File: src/rtl/jk_step_conditioner.sv
// Push-button/switch conditioner for the JK lab flip-flop: synchronizes the raw
// inputs, debounces the button and issues one clock-enable pulse per accepted press.
module jk_step_conditioner #(
  parameter int DEBOUNCE_CYCLES = 1000000,
  parameter int COUNT_WIDTH     = 20
) (
  input  logic       clockPulse,
  input  logic       reset,
  input  logic       rawButton,
  input  logic       rawJ,
  input  logic       rawK,
  output logic       stepPulse,
  output logic       J,
  output logic       K,
  output logic [7:0] pressCount,
  output logic [1:0] debug_state
);

  typedef enum logic [1:0] {
    IDLE         = 2'd0,
    PRESS_WAIT   = 2'd1,
    HELD         = 2'd2,
    RELEASE_WAIT = 2'd3
  } state_t;

  localparam logic [COUNT_WIDTH-1:0] CNT_LAST = COUNT_WIDTH'(DEBOUNCE_CYCLES - 1);

  state_t                 state, next_state;
  logic [COUNT_WIDTH-1:0] cnt, next_cnt;
  logic                   btn_m, btn_s, j_m, j_s, k_m, k_s;
  logic                   accept;

  // Two-flop synchronizers; only the second stage is used downstream.
  always_ff @(posedge clockPulse or posedge reset) begin
    if (reset) begin
      btn_m <= 1'b0;
      btn_s <= 1'b0;
      j_m   <= 1'b0;
      j_s   <= 1'b0;
      k_m   <= 1'b0;
      k_s   <= 1'b0;
    end else begin
      btn_m <= rawButton;
      btn_s <= btn_m;
      j_m   <= rawJ;
      j_s   <= j_m;
      k_m   <= rawK;
      k_s   <= k_m;
    end
  end

  always_ff @(posedge clockPulse or posedge reset) begin
    if (reset) begin
      state <= IDLE;
      cnt   <= '0;
    end else begin
      state <= next_state;
      cnt   <= next_cnt;
    end
  end

  always_comb begin
    next_state = state;
    next_cnt   = cnt;
    accept     = 1'b0;
    case (state)
      IDLE: begin
        if (btn_s) begin
          next_state = PRESS_WAIT;
          next_cnt   = '0;
        end
      end
      PRESS_WAIT: begin
        if (!btn_s) begin
          next_state = IDLE;
        end else if (cnt == CNT_LAST) begin
          next_state = HELD;
          accept     = 1'b1;
        end else begin
          next_cnt = cnt + 1'b1;
        end
      end
      HELD: begin
        if (!btn_s) begin
          next_state = RELEASE_WAIT;
          next_cnt   = '0;
        end
      end
      RELEASE_WAIT: begin
        // A high sample during release is bounce: fall back to HELD without a pulse.
        if (btn_s) begin
          next_state = HELD;
        end else if (cnt == CNT_LAST) begin
          next_state = IDLE;
        end else begin
          next_cnt = cnt + 1'b1;
        end
      end
      default: begin
        next_state = IDLE;
        next_cnt   = '0;
      end
    endcase
  end

  // J/K and the press count change only on the accepting edge.
  always_ff @(posedge clockPulse or posedge reset) begin
    if (reset) begin
      stepPulse  <= 1'b0;
      J          <= 1'b0;
      K          <= 1'b0;
      pressCount <= 8'd0;
    end else begin
      stepPulse <= accept;
      if (accept) begin
        J          <= j_s;
        K          <= k_s;
        pressCount <= pressCount + 8'd1;
      end
    end
  end

  assign debug_state = state;

endmodule
File: config.mk
export PLATFORM = sky130hd
export DESIGN_NAME = jk_step_conditioner
export DESIGN_NICKNAME = d
export VERILOG_FILES = /design/src/rtl/jk_step_conditioner.sv
export SDC_FILE = /design/constraint.sdc
export NUM_CORES = 1
export LEC_CHECK = 0
export ABC_CLOCK_PERIOD_IN_PS = 4460
export BUFFER_PORTS_ARGS = -buffer_cell sky130_fd_sc_hd__buf_2
export CORE_AREA = 10 10 64 92
export DETAILED_ROUTE_END_ITERATION = 10
export DIE_AREA = 0 0 74 102
export GPL_TIMING_DRIVEN = 0
export PLACE_DENSITY_LB_ADDON = 0.3
export SETUP_SLACK_MARGIN = 0.15
export SLEW_MARGIN = 20
export SYNTH_ARGS = -nofsm -noshare
export SYNTH_HDL_FRONTEND = slang
export SYNTH_SLANG_ARGS = --single-unit
File: constraint.sdc
create_clock -name clockPulse -period 4.46 [get_ports clockPulse]
set_clock_uncertainty 0.2 [all_clocks]
set_input_delay 0.669 -clock clockPulse [delete_from_list [all_inputs] [get_ports clockPulse]]
set_output_delay 0.669 -clock clockPulse [all_outputs]
set_load 0.1 [all_outputs]
# Yosys cells after proc, flatten, opt, wreduce, memory -nomap -nowiden
# Index checks and enable logic that the tools add are counted.
[totals]
ram_bits = 0
latchBits = 0
romBits = 0
input_bits = 5
elab_cells = 43
output_inout_bits = 13
reg_bits = 39
mem_count = 0
[op_classes]
n_div = 0
n_mul = 0
n_reduce_logical = 3
shift = 0
bitwise_logic = 0
addsub = 2
n_eq_ne = 10
n_lt_le_gt_ge = 0
n_mux = 16
[op_table]
columns = ["operator", "count"]
rows = [
  ["$mux 20", 5],
  ["$pmux 20 s4", 1],
  ["$add 20x1->20 const B", 1],
  ["$eq 20x20->1 const B", 1],
  ["$mux 2", 6],
  ["$add 8x1->8 const B", 1],
  ["$ne 2x2->1 const B", 4],
  ["$pmux 2 s4", 1],
  ["$reduce_and 4->1", 2],
  ["$ne 3x3->1 const B", 2],
  ["$eq 2x2->1 const B", 2],
  ["$mux 1", 3],
  ["$eq 2x1->1 const B", 1],
  ["$logic_not 2->1", 1],
]

# Logic depth before layout (Yosys ltp)
[depth]
word_depth = 4
mapped_depth = 7
depth_no_buf = 6

# Least setup slack after synthesis
# Ideal clock, no wire load.
[synth_timing]
kind = "reg-to-reg"
startpoint = "reg with a tool-made name"
endpoint = "reg cnt[10]"
stages_incl_launch_ff = 7
required_time_ns = 4.144
t_arrival_ns = 2.329
setup_slack_ns = 1.815
synth_period_minus_slack_ns = 2.645
setup_ns = 0.116
path_buffers = 1
path_cell_list = "dfrtp_1 > xor2_1 > nand2_1 > a21oi_1 > clkbuf_1 > nand3_1 > o311ai_0"
[synth_rtl]
columns = ["element", "line_no", "text"]
rows = [
  ["end signal: assignment", "58", "cnt <= next_cnt;"],
  ["end: declaration", "29", "logic [COUNT_WIDTH-1:0] cnt, next_cnt;"],
]

# Final worst setup path
[layout_timing]
startpoint = "reg cnt[0]"
endpoint = "reg K"
[layout_via]
elab_chain_cells = 4
[layout_lines]
columns = ["element", "line_no", "text"]
rows = [
  ["$eq 20x20->1", "76", "end else if (cnt == CNT_LAST) begin"],
  ["$mux 1", "76", ""],
  ["$mux 1", "74", "if (!btn_s) begin"],
  ["$mux 1", "66", "case (state)"],
  ["named net accept", "31", "logic accept;"],
  ["end signal: assignment", "117", "K <= k_s;"],
  ["end: declaration", "14", "output logic K,"],
]
# The timed path passes the listed nets, and every way through them passes these cells.
# A chain may end at the register's enable or synchronous reset.

==> impl_metrics.toml <==
[run_status]
status = "finished, final reports clean"

[pwr]
switching_power_mw = 0.154
switching_share_pct = 20.6
static-leakage-power_nw = 0.968
p_int_mw = 0.594
ir_drop_mv = 0.243
seqPwrFrac_pct = 48.9
combPwrFrac_pct = 4.8
p_per_area_nw_per_um2 = 344
p_clk_share_pct = 46.4

[synthesis]
synth-async-reset-ratio_pct = 100
synth_top_family_by_area = "simple AND/OR/NAND/NOR gates"
avgSynthCellArea_um2 = 10.5
synth.distinct_cells = 40
synth_compound_area_share_pct = 12.3
syn_inst = 178
synth_warnings = 0
synth_fa_ha_area_share_pct = 1.34
muxShareOfSynthArea_pct = 3.49
synth-seq-cells = 39
synth_area_um2 = 1870
synth_seq_area_share_pct = 52.3
synth_edf_count = 0
synth-xor-area-share_pct = 5.16
synth-main-ff-cell = "dfrtp_1"
yosys.area_share.simple_pct = 22.9
syn_nets = 185

[global_routing]
overflow = 0
track_usage_pct = 10.9
grt_pass1_wl_um = 6560
antenna_found_initial = 0
grt_max_degree = 24
grt_pass1_vias = 1457

[clock_network]
cts_buffer_depth = 2
clk_pin_slew_ns = 0.08
h-tree-depth = 2
root_buffer = "clkbuf_8"
post_cts_buffers = 0
clock-sinks = 39
cts_tree = "done"
hold_buffers = 0
post_cts_resized = 0
insertion_delay_ns = 0.29
cts_buffers = 5

[worst_setup_path]
path_cells = "ha_1, nand4_2, or4_4, nor4_4, buf_6, mux2_2"
cp_max_fo = 10
cp_num_buf_inv = 1
crit_path_max_incr_delay_ns = 0.60
required_ns = 4.43
cp_slowest_cell = "or4_4"
crit_type = "flop to flop"
arrival_ns = 2.59
crit_family = "simple AND/OR/NAND/NOR gates"
startpoint_type = "flop"
end_kind = "flop"

[hold_path]
hp-class = "flop to flop"

[placed_design]
pre_cts_ws_ns = 1.85
hpwlAfterDp_um = 2750
globalplace.congestion = 0.819
dpl_cell_area_um2 = 2040
io_buffers = 17

[final_layout]
layout_common_cells = "dfrtp_1, nand2_1, buf_2"
fin_nets = 210
drive_gt1_share_pct = 18.6
final_area_um2 = 2170
area_growth_pct = 16.4
antenna_cells = 0
final_common_cell = "dfrtp_1"

[timing]
relSlewSlack_pct = 60.9
worstMarginPinSlew_ns = 0.582
slew_viol_final = 0
setup_ws_ns = 1.84
fin_tns_setup_ns = 0
timing.fmax_mhz = 382
rsz0062_at_grt = "no"
period_share_pct = 58.7
report.final.setup_viol = 0
fin_crit_ns = 2.62
hold_violations = 0

[drt]
drt_iter0_markers = 55
drc_errors = 0
ant_nets = 0
drt_pass1_iterations = 4
viasPerCell = 5.72
wl_um = 3750
vias = 1430
wire_per_inst_um = 15.0

[floorplan]
dieArea_um2 = 7550
die_w_um = 74
io_pins = 18
die_y_um = 102
start_util_pct = 44.0
rows = 29
coreArea_um2 = 4250

[job]
drv_cap = 0
layer usage:
layer	up-vias	share of wire [%]	global-route usage [%]
met5	-	0	0
met4	0	1.7	4.89
met3	6	5.1	3.30
met2	23	50	19.2
met1	698	43	11.6
li1	703	-	-
sequential cells by signal, indices dropped and copies added (netlist names), named ones only:
register	cells
pressCount	8
stepPulse	1
btn_s	1
j_s	1
cnt	20
btn_m	1
K	1
k_s	1
J	1
k_m	1
j_m	1
debug_state	1
per-stage QoR:
stage | utilization, % | cells | hold WS [ns] | power (mW)
2_1_floorplan | - | 178 | 0.131 | 0.395
3_3_place_gp | 47.3 | 241 | 0.133 | 0.406
3_5_place_dp | 48.0 | 242 | 0.136 | 0.409
4_1_cts | 51.2 | 250 | 0.152 | 0.757
5_1_grt | 51.2 | 250 | 0.154 | 0.771
6_report | 51.2 | 250 | 0.149 | 0.748
logic make-up (layout without fill, tap and decap cells):
logic type / Yosys count / after routing
simple gates: 76 / 76
fa+ha+maj: 2 / 2
compound gates: 34 / 34
mux: 6 / 6
flops: 39 / 39
buf+inv: 10 / 36
xor+xnor: 11 / 11
cells in the mapped netlist, types with 2 or more instances:
cell | number | share of area [%]
dfrtp_1 | 39 | 52
nand2_1 | 20 | 4.0
nand3_1 | 15 | 4.0
o21ai_0 | 10 | 2.7
xnor2_1 | 9 | 4.2
a21oi_1 | 8 | 2.1
inv_1 | 7 | 1.4
nor2_1 | 7 | 1.4
nand4_1 | 6 | 2.0
or3_1 | 6 | 2.0
nor3_1 | 5 | 1.3
mux2_2 | 4 | 2.4
nor4_1 | 4 | 1.3
and4_1 | 3 | 1.4
a21o_1 | 2 | 0.80
and2_1 | 2 | 0.67
and3_1 | 2 | 0.67
ha_1 | 2 | 1.3
mux2i_1 | 2 | 1.1
o21ai_1 | 2 | 0.54
o311ai_0 | 2 | 0.94
o31a_1 | 2 | 0.94
xor2_1 | 2 | 0.94
power groups by stage:
stage | clock network [mW] | registers (mW) | logic (mW)
3_3_place_gp | 0 | 0.372 | 0.0334
5_1_grt | 0.364 | 0.366 | 0.0404
6_report | 0.347 | 0.365 | 0.0358
4_1_cts | 0.355 | 0.365 | 0.0371
3_5_place_dp | 0 | 0.372 | 0.0369
2_1_floorplan | 0 | 0.374 | 0.0212
area by class of cell:
type | instances | area [µm²]
Clock buffer | 5 | 68.8
Multi-Input combinational cell | 129 | 842
Sequential cell | 39 | 976
Timing Repair Buffer | 18 | 113
Buffer | 3 | 22.5
Clock inverter | 3 | 67.6
Tap cell | 46 | 57.6
Inverter | 7 | 26.3
Fill cell | 380 | 2070
final timing paths:
path | start | endpoint | slack [ns] | cells past startpoint
worst max register to register | cnt[0] | K | 1.84 | 6
min in group asynchronous | reset | j_s | 0.16 | 2
worst max-delay path | cnt[0] | K | 1.84 | 6
worst min-delay path | j_m | j_s | 0.15 | 0
max in group asynchronous | reset | cnt[13] | 3.44 | 3
worst min register to register | j_m | j_s | 0.15 | 0
Note: power is estimated with default switching activity, not from simulation.
